--- src/rtl/calc_key_entry.sv ---
// rtl/calc_key_entry.sv - keypad operand-entry controller feeding the calculator ALU
module calc_key_entry #(
    parameter int NDIG = 4
) (
    input  logic                clk,
    input  logic                clear,
    input  logic                key_valid,
    input  logic [3:0]          key_code,
    input  logic [4*NDIG-1:0]   alu_result,
    input  logic                alu_neg,
    output logic [4*NDIG-1:0]   bcd1,
    output logic [4*NDIG-1:0]   bcd2,
    output logic [1:0]          op_selected,
    output logic [4*NDIG-1:0]   display,
    output logic                disp_neg,
    output logic                result_valid,
    output logic                entry_full
);

    localparam int W  = 4 * NDIG;
    localparam int CW = $clog2(NDIG + 1);

    localparam logic [3:0] K_ADD = 4'hA;
    localparam logic [3:0] K_SUB = 4'hB;
    localparam logic [3:0] K_EQ  = 4'hC;
    localparam logic [3:0] K_CE  = 4'hD;
    localparam logic [3:0] K_AC  = 4'hE;

    typedef enum logic [1:0] {
        ST_ENTER_A,
        ST_OP_WAIT,
        ST_ENTER_B,
        ST_RESULT
    } state_t;

    state_t          r_state;
    logic [W-1:0]    r_bcd1;
    logic [W-1:0]    r_bcd2;
    logic [1:0]      r_op;
    logic [CW-1:0]   r_count;

    logic            w_is_digit;
    logic            w_is_op;
    logic [1:0]      w_op_code;
    logic            w_room;
    logic [W-1:0]    w_digit_ext;
    logic [W-1:0]    w_shift_a;
    logic [W-1:0]    w_shift_b;

    assign w_is_digit  = (key_code <= 4'd9);
    assign w_is_op     = (key_code == K_ADD) || (key_code == K_SUB);
    assign w_op_code   = (key_code == K_ADD) ? 2'b01 : 2'b10;
    assign w_room      = (r_count < CW'(NDIG));
    assign w_digit_ext = {{(W-4){1'b0}}, key_code};
    assign w_shift_a   = {r_bcd1[W-5:0], key_code};
    assign w_shift_b   = {r_bcd2[W-5:0], key_code};

    // Entry state machine: operands, operator and digit count update on accepted keys
    always_ff @(posedge clk or negedge clear) begin
        if (!clear) begin
            r_state <= ST_ENTER_A;
            r_bcd1  <= '0;
            r_bcd2  <= '0;
            r_op    <= 2'b00;
            r_count <= '0;
        end else if (key_valid) begin
            if (key_code == K_AC) begin
                r_state <= ST_ENTER_A;
                r_bcd1  <= '0;
                r_bcd2  <= '0;
                r_op    <= 2'b00;
                r_count <= '0;
            end else begin
                case (r_state)
                    ST_ENTER_A: begin
                        if (w_is_digit) begin
                            if (w_room) begin
                                r_bcd1  <= w_shift_a;
                                r_count <= r_count + 1'b1;
                            end
                        end else if (w_is_op) begin
                            r_op    <= w_op_code;
                            r_count <= '0;
                            r_state <= ST_OP_WAIT;
                        end else if (key_code == K_CE) begin
                            r_bcd1  <= '0;
                            r_count <= '0;
                        end
                    end
                    ST_OP_WAIT: begin
                        if (w_is_digit) begin
                            r_bcd2  <= w_digit_ext;
                            r_count <= CW'(1);
                            r_state <= ST_ENTER_B;
                        end else if (w_is_op) begin
                            r_op <= w_op_code;
                        end
                    end
                    ST_ENTER_B: begin
                        if (w_is_digit) begin
                            if (w_room) begin
                                r_bcd2  <= w_shift_b;
                                r_count <= r_count + 1'b1;
                            end
                        end else if (key_code == K_EQ) begin
                            r_state <= ST_RESULT;
                        end else if (key_code == K_CE) begin
                            r_bcd2  <= '0;
                            r_count <= '0;
                        end
                    end
                    ST_RESULT: begin
                        if (w_is_digit) begin
                            r_bcd1  <= w_digit_ext;
                            r_bcd2  <= '0;
                            r_op    <= 2'b00;
                            r_count <= CW'(1);
                            r_state <= ST_ENTER_A;
                        end else if (w_is_op && !alu_neg) begin
                            // Chaining: a non-negative result becomes the new first operand
                            r_bcd1  <= alu_result;
                            r_bcd2  <= '0;
                            r_op    <= w_op_code;
                            r_count <= '0;
                            r_state <= ST_OP_WAIT;
                        end else if (key_code == K_CE) begin
                            r_state <= ST_ENTER_A;
                            r_bcd1  <= '0;
                            r_bcd2  <= '0;
                            r_op    <= 2'b00;
                            r_count <= '0;
                        end
                    end
                    default: r_state <= ST_ENTER_A;
                endcase
            end
        end
    end

    // Display source: operand being worked on, or the ALU result while it is shown
    always_comb begin
        display = r_bcd1;
        case (r_state)
            ST_ENTER_B: display = r_bcd2;
            ST_RESULT:  display = alu_result;
            default:    display = r_bcd1;
        endcase
    end

    assign bcd1         = r_bcd1;
    assign bcd2         = r_bcd2;
    assign op_selected  = r_op;
    assign result_valid = (r_state == ST_RESULT);
    assign disp_neg     = (r_state == ST_RESULT) && alu_neg;
    assign entry_full   = (r_count == CW'(NDIG)) &&
                          ((r_state == ST_ENTER_A) || (r_state == ST_ENTER_B));

endmodule

--- config.mk ---
export PLATFORM = sky130hd
export DESIGN_NAME = calc_key_entry
export DESIGN_NICKNAME = d
export VERILOG_FILES = /design/src/rtl/calc_key_entry.sv
export SDC_FILE = /design/constraint.sdc
export NUM_CORES = 1
export LEC_CHECK = 0
export ABC_AREA = 1
export BUFFER_PORTS_ARGS = -buffer_cell sky130_fd_sc_hd__buf_2
export CAP_MARGIN = 15
export CELL_PAD_IN_SITES_DETAIL_PLACEMENT = 1
export CELL_PAD_IN_SITES_GLOBAL_PLACEMENT = 2
export CORE_MARGIN = 2
export CORE_UTILIZATION = 29
export CTS_CLUSTER_DIAMETER = 200
export DETAILED_ROUTE_END_ITERATION = 16
export PLACE_DENSITY = 0.87
export SKIP_LAST_GASP = 1
export SLEW_MARGIN = 20
export SYNTH_ARGS = -nofsm -noshare
export SYNTH_HDL_FRONTEND = slang
export SYNTH_SLANG_ARGS = --single-unit
export TNS_END_PERCENT = 5
--- constraint.sdc ---
create_clock -name clk -period 2.44 [get_ports clk]
set_input_delay 0.366 -clock clk [delete_from_list [all_inputs] [get_ports clk]]
set_output_delay 0.366 -clock clk [all_outputs]
set_load 0.01 [all_outputs]
### Word level (Yosys, flattened, before mapping)

Cells that the tools add are included.

* register bits after elaboration: 39
* input port bits: 24
* output and inout bits: 53
* logic and storage cells: 91

* add/subtract/negate cells: 1
* magnitude comparators: 2
* equality and inequality tests: 21
* mux-type cells: 46
* reductions and logical operators: 16

Operators with widths (number)
* 16-bit two-way mux: 15
* 16-bit one-hot mux with 2 select lines: 2
* 16-bit one-hot mux with 3 select lines: 1
* 2-bit two-way mux: 15
* 3-bit two-way mux: 10
* 4-bit == test, second input constant: 5
* 4-bit != test, second input constant: 4
* 3-bit != test, second input constant: 5
* 3-bit one-hot mux with 4 select lines: 1
* 5-bit AND reduction: 2
* 2-bit one-hot mux with 4 select lines: 1
* 7-bit AND reduction: 1
* 3-bit nonzero test: 2
* 5-bit by 1-bit != test with 1-bit output, second input constant: 1
* 2-bit == test, second input constant: 2
* 4-bit <= comparator, second input constant: 1
* 2-bit one-hot mux with 2 select lines: 1
* 4-bit AND reduction: 1
* 4-bit nonzero test: 1
* 3-bit by 1-bit adder with 3-bit output, second input constant: 1
* 3-bit == test, second input constant: 1
* 1-bit logical AND: 3
* 3-bit less-than comparator, second input constant: 1
* 3-bit by 1-bit != test with 1-bit output, second input constant: 1
* 7 further kinds: 8

### Longest topological paths before layout

Gate-level depths: netlist of the first run.

* depth after elaboration: 7
* depth in mapped cells: 12
* depth with buffers taken out: 10

### Worst setup path before layout of the first run

OpenSTA, ideal clock, no wires.

* kind: reg2out
* start: register r_state[0]
* end: output display[10]
* data arrival time: 1.731 ns
* data required time: 2.074 ns
* setup slack: 0.343 ns
* stages on the path, launching flop included: 8
* cell sequence: dfrtp_1 > ha_1 > buf_4 > nor2_1 > clkbuf_1 > clkbuf_1 > nand2_1 > o211ai_1

* word-level cells in the longest chain between the ends: 2
* elaborated cells on any way between the ends: 3
* classes of those cells: eq/ne: 2; mux: 1

RTL lines
* start, declared: line 36 `state_t r_state;`
* start signal, assigned: line 61 `r_state <= ST_ENTER_A;`
* start signal, assigned: line 68 `r_state <= ST_ENTER_A;`
* start signal, assigned: line 84 `r_state <= ST_OP_WAIT;`
* 2-bit == test
* net result_valid: line 16 `output logic result_valid,`
* 16-bit one-hot mux with 2 select lines: line 143 `case (r_state)`
* end, declared: line 14 `output logic [4*NDIG-1:0] display,`

The timed path passes the listed nets, and every way through them passes these cells.

### Worst setup path in the final report of the first run

* start: register r_state[0]
* end: output display[12]

* word-level cells in the longest chain between the ends: 2
* elaborated cells on any way between the ends: 3
* classes of those cells: eq/ne: 2; mux: 1

RTL lines (line)
* 2-bit == test: 143
* 16-bit one-hot mux with 2 select lines *: 143

Every way passes the cells marked *; elsewhere a longest branch is shown, timed or not.

==> results.yml, run 1 <==
run_status:
  status: "finished, final reports clean"
grt:
  grt_max_degree: 40
  grt_pass1_vias: 3671
  global_route_wire_length_before_repair_mm: 19.03
  antenna_found_initial: 0
  gr-total-overflow: 0
  gr-usage-all-layers_pct: 20.44
die:
  die-height_um: 109.1
  std_cell_rows: 38
  floorplan.die_area_um2: 11890
  die_width_um: 109.1
  start_util_pct: 29.65
  ios: 77
  core_region_area_um2: 10790
logic_synthesis:
  edff_count_synth: 0
  syn_area_per_cell_um2: 6.492
  asyncSetResetFlopFracSynth_pct: 100.0
  yosysTopAreaCellShare_pct: 30.49
  synth_area_leaders: "sky130_fd_sc_hd__dfrtp_1 30%, sky130_fd_sc_hd__nand2_1 24%, sky130_fd_sc_hd__nand3_1 6.4%"
  muxShareOfSynthArea_pct: 0
  most_instantiated_flip_flop_cell_in_the_synthesis_netlist: "sky130_fd_sc_hd__dfrtp_1"
  synth.ff_latch_count: 39
  synth_cell_types: 32
  synth-compound-area-share_pct: 13.25
  synth_top_family_by_area: "simple AND/OR/NAND/NOR gates"
  synthesis.yosys.warnings: 0
  synthSimpleGateAreaFrac_pct: 42.81
  synth_cells: 493
  synthDominantAreaCellType: "sky130_fd_sc_hd__dfrtp_1"
  synth-adder-area-share_pct: 2.346
  post_synth_xor_area_fraction_pct: 0
  portion_of_the_post_synthesis_area_used_by_sequential_elements_pct: 30.49
  synth.net_count: 523
  syn_area_um2: 3201
sta:
  max_freq_mhz: 429.4
  setup_violations: 0
  report.final.slew_viol_count: 0
  finalClockSkew_ns: 0.006650
  slew_headroom_pct: 36.80
  final-hold-violation-count: 0
  finalCritPeriodShare_pct: 95.44
  finalHoldWorstSlack_ns: 0.2236
  worst-slew-pin-transition_ns: 0.9481
  finalWorstPathRequiredPeriod_ns: 2.329
  rsz_0062_raised_after_global_routing: "no"
  setup-tns-final_ns: 0
detailed_routing:
  drt_iter0_drc: 168
  finalWirelength_mm: 11.67
  routedWlPerCell_um: 16.56
  dr.pass1.iters: 4
  remaining_drc_errors: 0
  drt-vias-per-instance: 5.050
  antenna_left: 0
  via_count: 3560
cells_and_area:
  area.sequential_um2: 975.9
  drive_gt1_share_pct: 21.24
  diodes: 0
  num-nets-final: 595
  most_common_cell_after_layout_fill_and_taps_aside: "sky130_fd_sc_hd__nand2_1"
  postLayoutCellArea_um2: 3789
  post_layout_nonfiller_instances: 705
  relative_area_change_from_synthesis_to_final_layout_pct: 18.37
  n_fill_cell: 1449
  multi_input_area_um2: 1869
  layout.cells.most_common_list: "201 x sky130_fd_sc_hd__nand2_1, 76 x sky130_fd_sc_hd__buf_2, 48 x sky130_fd_sc_hd__inv_1"
power_and_ir_drop:
  worst_ir_drop_vdd_v: 0.0003532
  static-leakage-power_nw: 2.070
  power_per_cell_area_nw_per_um2: 1146
clocking:
  cts_post_setup_buffers_inserted: 0
  clock_tree.root_cell: "sky130_fd_sc_hd__clkbuf_8"
  path_clk_slew_ns: 0.08
  clock_sink_count: 39
  post_cts_resize_count: 0
  cts_hold_buf: 0
  cts-root-to-sink-buffers: 2
  cts_inserted_buffers: 5
  clock_tree.htree_level_count: 2
  tritoncts_clock_tree: "yes"
  insertion_delay_ns: 0.29
setup_path:
  timing.rr.start: "r_state[0]"
  critical_path_required_ns: 2.07
  reg_to_reg_slack_setup_ns: 0.42
  timing.critical_path.slowest_stage_cell: "sky130_fd_sc_hd__dfrtp_1"
  slowest_delay_ns: 0.45
  crit_path_end_kind: "output port"
  start_kind: "flop"
  critical_path.reg2reg.endpoint: "bcd2[4]"
  crit_path_cell_trace: "inv_1 -> ha_1 -> buf_6 -> nor2_1 -> buf_4 -> a22oi_1 -> nand2_1 -> buf_2"
  critical_path_class: "flop to output port"
  critical_path.endpoint: "display[12]"
  critical_path_peak_fanout: 13
  cp_data_arrival_time_ns: 1.96
  crit_path_start: "r_state[0]"
  ff2ff_path_depth: 10
place:
  io_buf_count: 76
  post_dp_cell_area_um2: 3697
  dp_hpwl_mm: 8.873
  place_congestion: 0.8174
  placed_cells_incl_taps: 698
job:
  maxCapViolations: 0
hold_path:
  hold_class: "input pin to asynchronous set/reset pin"
==> synthesized netlist by cell type (3+ instances only) <==
cell and n:
sky130_fd_sc_hd__nand2_1 201, sky130_fd_sc_hd__inv_1 48, sky130_fd_sc_hd__nand3_1 41, sky130_fd_sc_hd__dfrtp_1 39
sky130_fd_sc_hd__o21ai_0 36, sky130_fd_sc_hd__nor2_1 32, sky130_fd_sc_hd__a21oi_1 18, sky130_fd_sc_hd__o211ai_1 10
sky130_fd_sc_hd__clkbuf_1 8, sky130_fd_sc_hd__buf_6 6, sky130_fd_sc_hd__ha_1 6, sky130_fd_sc_hd__nand2_4 6
sky130_fd_sc_hd__buf_2 5, sky130_fd_sc_hd__nand4_1 4, sky130_fd_sc_hd__o221ai_1 4, sky130_fd_sc_hd__a22oi_1 3
sky130_fd_sc_hd__nand2_2 3, sky130_fd_sc_hd__nand3_4 3, sky130_fd_sc_hd__nor2_4 3
==> power breakdown <==
part / internal, mW / total, mW / switching, mW
clock network: 0.223 / 0.468 / 0.245
registers: 0.901 / 1.23 / 0.333
logic: 0.953 / 2.64 / 1.69
==> worst max-delay path: cells and delay by family (launching register included) <==
family | cells | cell delay (ns)
buffers and inverters | 4 | 0.64
AO/OA/AOI/OAI | 1 | 0.19
AND/OR/NAND/NOR | 2 | 0.16
adder cells (fa/ha/maj) | 1 | 0.23
flip-flops | 1 | 0.45
==> registers in the layout (all words and copies together) (netlist names) <==
name         flops
bcd1            16
r_state          2
op_selected      2
bcd2            16
r_count          3
==> area by class of cell <==
type | count | share of cell area, %
clock buffer | 6 | 2.180
clock inverter | 1 | 0.1321
inverter | 53 | 5.845
multi-input combinational | 380 | 49.34
sequential | 39 | 25.76
tap | 140 | 4.624
timing repair buffer | 86 | 12.12
==> metal layers <==
layer | GRT usage (%) | vias up | part of all wire (%)
li1 | - | 1713 | -
met1 | 27.63 | 1750 | 47
met2 | 34.87 | 85 | 47
met3 | 2.451 | 12 | 4.8
met4 | 4.396 | 0 | 1.4
met5 | 0 | - | 0
==> stage by stage <==
step	setup WS, ns	util (%)	total power, mW
floorplan	0.3435	-	2.891
finish	0.1113	35.10	4.343
global placement	0.4458	34.26	3.823
CTS	0.1202	35.07	4.377
global route	0.01813	35.10	4.776
detailed placement	0.3645	34.26	3.889
==> kinds of logic after synthesis <==
logic type,Yosys count
simple gates,300
buf+inv,74
fa+ha+maj,6
flops,39
compound gates,74
==> worst min-delay path by stage <==
| stage | slack (ns) | to |
|---|---|---|
| 3_5_place_dp | 0.48 | op_selected[1] |
| 3_3_place_gp | 0.46 | op_selected[1] |
| 5_1_grt | 0.28 | bcd1[9] |
| 2_1_floorplan | 0.07 | bcd1[0] |
| 6_report | 0.22 | bcd1[9] |
| 4_1_cts | 0.26 | bcd1[4] |
No activity file was read; power rests on OpenSTA's default activity.
==> run 2, diff against run 1 <==
- ABC_AREA: 1 -> not set
- CORE_UTILIZATION: 29 -> 30
- PLACE_DENSITY: 0.87 -> 0.86
==> results.yml, run 2 <==
clocking:
  cts_inserted_buffers: 5
  cts_post_setup_buffers_inserted: 0
  clock_tree.htree_level_count: 2
  clock_sink_count: 39
  clock_tree.root_cell: "sky130_fd_sc_hd__clkbuf_8"
  insertion_delay_ns: 0.30
  cts-root-to-sink-buffers: 2
  path_clk_slew_ns: 0.08
  tritoncts_clock_tree: "yes"
logic_synthesis:
  edff_count_synth: 0
  netlist_top_cells_count: "75 x sky130_fd_sc_hd__nand2_1, 39 x sky130_fd_sc_hd__dfrtp_1, 24 x sky130_fd_sc_hd__inv_1"
  synth_cell_types: 61
  syn_area_um2: 2818
  yosysTopAreaCellShare_pct: 34.64
  most_instantiated_flip_flop_cell_in_the_synthesis_netlist: "sky130_fd_sc_hd__dfrtp_1"
  synthDominantAreaCellType: "sky130_fd_sc_hd__dfrtp_1"
  synth.net_count: 377
  synth.ff_latch_count: 39
  synth_cells: 347
  asyncSetResetFlopFracSynth_pct: 100.0
  synth.most_common_cell: "sky130_fd_sc_hd__nand2_1"
  portion_of_the_post_synthesis_area_used_by_sequential_elements_pct: 34.64
  synthesis.yosys.warnings: 0
  synth_area_leaders: "sky130_fd_sc_hd__dfrtp_1 35%, sky130_fd_sc_hd__nand2_1 10%, sky130_fd_sc_hd__a22o_1 3.7%"
  syn_area_per_cell_um2: 8.120
power_and_ir_drop:
  static-leakage-power_nw: 1.643
  totalPowerFinal_mw: 3.995
  power.combinational.fraction_pct: 60.3
  power.internal_mw: 2.005
  power.share.switching_pct: 49.82
  worst_ir_drop_vdd_v: 0.0004613
  power_per_cell_area_nw_per_um2: 1186
  net-switching-power_mw: 1.990
  share_seq_of_total_power_pct: 28.2
  clkPwrFrac_pct: 11.5
sta:
  finalClockSkew_ns: 0.005802
  final-hold-violation-count: 0
  max_freq_mhz: 440.8
  setup_violations: 0
  finalWorstPathRequiredPeriod_ns: 2.269
  worst-slew-pin-transition_ns: 0.9574
  post-route-worst-setup-slack_ns: 0.1714
  finalCritPeriodShare_pct: 92.98
  slew_headroom_pct: 36.17
  rsz_0062_raised_after_global_routing: "no"
  report.final.slew_viol_count: 0
  setup-tns-final_ns: 0
hold_path:
  hold_class: "input pin to asynchronous set/reset pin"
setup_path:
  crit_path_cell_trace: "inv_1 -> ha_1 -> nor2_2 -> buf_4 -> a22oi_1 -> nand2_1 -> buf_2"
  critical_path_required_ns: 2.07
  ff2ff_path_depth: 7
  crit_buf_inv: 3
  start_kind: "flop"
  crit_path_end_kind: "output port"
  cpLargestDelayFamily: "buffers and inverters"
  slowest_delay_ns: 0.41
  critical_path_depth: 7
  critical_path_peak_fanout: 15
  timing.critical_path.slowest_stage_cell: "sky130_fd_sc_hd__dfrtp_1"
  critical_path_class: "flop to output port"
  cp_data_arrival_time_ns: 1.90
cells_and_area:
  layout.core_utilization_pct: 36.64
  diodes: 0
  drive_gt1_share_pct: 27.27
  layout.cells.most_common_list: "76 x sky130_fd_sc_hd__buf_2, 75 x sky130_fd_sc_hd__nand2_1, 39 x sky130_fd_sc_hd__dfrtp_1"
  num-nets-final: 447
  area.sequential_um2: 975.9
  relative_area_change_from_synthesis_to_final_layout_pct: 19.58
  n_fill_cell: 1161
  most_common_cell_after_layout_fill_and_taps_aside: "sky130_fd_sc_hd__buf_2"
  multi_input_area_um2: 1609
detailed_routing:
  finalWirelength_mm: 10.31
  routedWlPerCell_um: 19.49
  remaining_drc_errors: 0
  dr.pass1.iters: 5
  via_count: 2960
  drt_iter0_drc: 211
  drt-vias-per-instance: 5.595
  antenna_left: 0
die:
  floorplan.die_area_um2: 10180
  core_region_area_um2: 9196
  start_util_pct: 30.64
  std_cell_rows: 35
  ios: 77
  die_width_um: 100.9
  die-height_um: 100.9
place:
  dp_hpwl_mm: 7.624
  io_buf_count: 76
  place_congestion: 0.8856
  dp_slack_ns: 0.2878
run_status:
  status: "finished, final reports clean"
job:
  maxCapViolations: 0
grt:
  grt_pass1_vias: 3068
  gr-total-overflow: 0
  antenna_found_initial: 0
  grt_max_degree: 40
  gr-usage-all-layers_pct: 21.01
  global_route_wire_length_before_repair_mm: 16.66
-- run 2: changes by cell type after synthesis, moves of 5 or more --
cell and change:
sky130_fd_sc_hd__nand2_1 -126, sky130_fd_sc_hd__inv_1 -24, sky130_fd_sc_hd__nand3_1 -24, sky130_fd_sc_hd__o21ai_0 -22, sky130_fd_sc_hd__nor2_1 -18, sky130_fd_sc_hd__o21ai_1 +14
sky130_fd_sc_hd__a22o_1 +12, sky130_fd_sc_hd__o211ai_1 -10, sky130_fd_sc_hd__o32ai_1 +10, sky130_fd_sc_hd__a22oi_1 +7, sky130_fd_sc_hd__nand2_4 -6, sky130_fd_sc_hd__a21oi_1 -5
-- run 2: cells by family (layout without fill, tap and decap cells) --
| kind of cell | count (synthesis) | after routing | share of synthesized area (%) |
|---|---|---|---|
| AO/OA/AOI/OAI | 112 | 112 | 28.95 |
| adder cells (fa/ha/maj) | 6 | 6 | 2.664 |
| buffers and inverters | 49 | 120 | 8.348 |
| flip-flops | 39 | 39 | 34.64 |
| multiplexers | 3 | 3 | 1.154 |
| AND/OR/NAND/NOR | 138 | 138 | 24.25 |
-- run 2: through the flow --
step	cell area, um^2	cells	hold WS, ns
after global placement	3282	521	0.4921
after floorplan	2818	347	0.07041
final	3369	529	0.1977
after detailed placement	3282	521	0.5026
after global routing	3369	529	0.2678
after CTS	3367	529	0.2487
-- run 2: power groups by stage --
stage / Sequential [mW] / Clock [mW] / Combinational [mW]
after floorplan: 1.15 / 0 / 1.45
after CTS: 1.13 / 0.468 / 2.41
after global routing: 1.17 / 0.499 / 2.67
final: 1.13 / 0.460 / 2.41
after detailed placement: 1.14 / 0 / 2.39
after global placement: 1.13 / 0 / 2.35
-- run 2: timing repair --
action                                  in CTS  in global routing
hold buffers                                 0                  0
endpoints found under the hold margin        0                  0
endpoints found under the setup margin       0                 11
resized for setup                            0                  1
-- run 2: final cells by class --
cell class                      instances  area share (%)
Clock buffer                            6           2.154
Clock inverter                          2          0.3713
Inverter                               24           2.674
Multi-Input combinational cell        259           47.75
Sequential cell                        39           28.96
Tap cell                              111           4.122
Timing Repair Buffer                   88           13.96
-- run 2: worst paths after layout --
kind                                      from        endpoint  slack (ns)
max in group asynchronous                clear        bcd2[13]        1.64
worst max-delay path                r_state[0]      display[3]        0.17
worst min register to register  op_selected[1]  op_selected[1]        0.51
worst min-delay path                     clear  op_selected[1]        0.20
min in group clk                 alu_result[0]         bcd1[0]        0.45
worst max register to register      r_state[1]        bcd2[10]        0.23
-- run 2: layer usage --
metal / vias up / part of all wire, % / GRT usage [%]
li1: 1391 / - / -
met1: 1478 / 46 / 28.44
met2: 77 / 48 / 34.15
met3: 14 / 4.7 / 3.745
met4: 0 / 1.8 / 6.549
met5: - / 0 / 0
==> run 3, diff against run 2 <==
- BUFFER_PORTS_ARGS: -buffer_cell sky130_fd_sc_hd__buf_2 -> -buffer_cell sky130_fd_sc_hd__clkbuf_2
==> results.yml, run 3 (synthesis results as in run 2) <==
run_status:
  status: "finished, final reports clean"
place:
  dp_slack_ns: 0.1589
  post_dp_cell_area_um2: 3312
  dp_hpwl_mm: 7.985
  io_buf_count: 76
  place_congestion: 0.9314
  placed_cells_incl_taps: 525
die:
  ios: 77
  floorplan.die_area_um2: 10180
  die-height_um: 100.9
  core_region_area_um2: 9196
  std_cell_rows: 35
  start_util_pct: 30.64
  die_width_um: 100.9
grt:
  gr-total-overflow: 0
  global_route_wire_length_before_repair_mm: 16.69
  antenna_found_initial: 0
  grt_pass1_vias: 3029
  grt_max_degree: 24
  gr-usage-all-layers_pct: 21.04
setup_path:
  crit_path_end_kind: "output port"
  reg_to_reg_slack_setup_ns: 0.21
  critical_path.endpoint: "display[4]"
  critical_path_peak_fanout: 23
  critical_path.reg2reg.endpoint: "bcd2[11]"
  timing.rr.start: "r_state[0]"
  start_kind: "flop"
  crit_path_start: "r_state[0]"
  critical_path_class: "flop to output port"
  critical_path_required_ns: 2.07
  ff2ff_path_depth: 7
  cp_data_arrival_time_ns: 1.92
sta:
  finalWorstPathRequiredPeriod_ns: 2.287
  finalClockSkew_ns: 0.008081
  finalCritPeriodShare_pct: 93.73
  rsz_0062_raised_after_global_routing: "no"
  max_freq_mhz: 437.3
  post-route-worst-setup-slack_ns: 0.1530
  final-hold-violation-count: 0
  report.final.slew_viol_count: 0
  worst-slew-pin-transition_ns: 0.5254
  setup-tns-final_ns: 0
  finalHoldWorstSlack_ns: 0.001486
  slew_headroom_pct: 64.07
  setup_violations: 0
clocking:
  path_clk_slew_ns: 0.09
  insertion_delay_ns: 0.30
  cts_hold_buf: 0
  clock_tree.htree_level_count: 2
  cts_post_setup_buffers_inserted: 0
  post_cts_resize_count: 0
  tritoncts_clock_tree: "yes"
  cts_inserted_buffers: 5
  clock_tree.root_cell: "sky130_fd_sc_hd__clkbuf_8"
  cts-root-to-sink-buffers: 2
  clock_sink_count: 39
detailed_routing:
  dr.pass1.iters: 4
  routedWlPerCell_um: 19.26
  top_signal_layer_used: "met4"
  antenna_left: 0
  drt_iter0_drc: 160
  m1WireLength_mm: 4.820
  via_count: 3012
  finalWirelength_mm: 10.27
  remaining_drc_errors: 0
  drt-vias-per-instance: 5.651
  met3WireLength_um: 457
  wl_met2_mm: 4.876
cells_and_area:
  num-nets-final: 451
  relative_area_change_from_synthesis_to_final_layout_pct: 21.49
  multi_input_area_um2: 1614
  post_layout_nonfiller_instances: 533
  most_common_cell_after_layout_fill_and_taps_aside: "sky130_fd_sc_hd__clkbuf_2"
  layout.core_utilization_pct: 37.22
  diodes: 0
  postLayoutCellArea_um2: 3423
  area.sequential_um2: 975.9
  n_fill_cell: 1161
  drive_gt1_share_pct: 28.20
  layout.cells.most_common_list: "76 x sky130_fd_sc_hd__clkbuf_2, 75 x sky130_fd_sc_hd__nand2_1, 39 x sky130_fd_sc_hd__dfrtp_1"
power_and_ir_drop:
  worst_ir_drop_vdd_v: 0.0004405
  static-leakage-power_nw: 1.652
  power_per_cell_area_nw_per_um2: 1190
  totalPowerFinal_mw: 4.072
hold_path:
  hold_class: "input pin to asynchronous set/reset pin"
job:
  maxCapViolations: 0
[run 3: how the worst min path moves through the flow]
| stage | startpoint | slack (ns) | end |
|---|---|---|---|
| after global routing | clear | 0.02 | bcd1[0] |
| final | clear | 0.001 | bcd1[0] |
| after global placement | clear | 0.34 | op_selected[1] |
| after floorplan | clear | 0.07 | bcd1[0] |
| after CTS | clear | 0.02 | bcd1[3] |
| after detailed placement | clear | 0.35 | op_selected[1] |
[run 3: worst max-delay path, stage by stage (launching register included)]
cell and delay (ns):
sky130_fd_sc_hd__dfrtp_1 0.43, sky130_fd_sc_hd__inv_1 0.12, sky130_fd_sc_hd__ha_1 0.22, sky130_fd_sc_hd__buf_4 0.21
sky130_fd_sc_hd__buf_4 0.27, sky130_fd_sc_hd__nand2_1 0.13, sky130_fd_sc_hd__nand3_1 0.11, sky130_fd_sc_hd__clkbuf_2 0.13
[run 3: per-layer routing]
layer / GRT usage, % / vias up
met2: 34.56 / 84
met3: 3.051 / 12
met4: 4.678 / 0
met1: 29.38 / 1515
li1: - / 1401
met5: 0 / -
[run 3: area by class of cell]
type | count | area share, %
Inverter | 24 | 2.632
Clock buffer | 7 | 2.814
Multi-Input combinational cell | 259 | 47.15
Timing Repair Buffer | 92 | 14.62
Clock inverter | 1 | 0.2193
Sequential cell | 39 | 28.51
Tap cell | 111 | 4.057
[run 3: where the power goes]
group	total (mW)	leakage (nW)	switching [mW]	internal (mW)
combinational	2.43	1.09	1.48	0.952
sequential	1.13	0.512	0.257	0.873
clock	0.508	0.0505	0.251	0.258
total	4.07	1.65	1.99	2.08
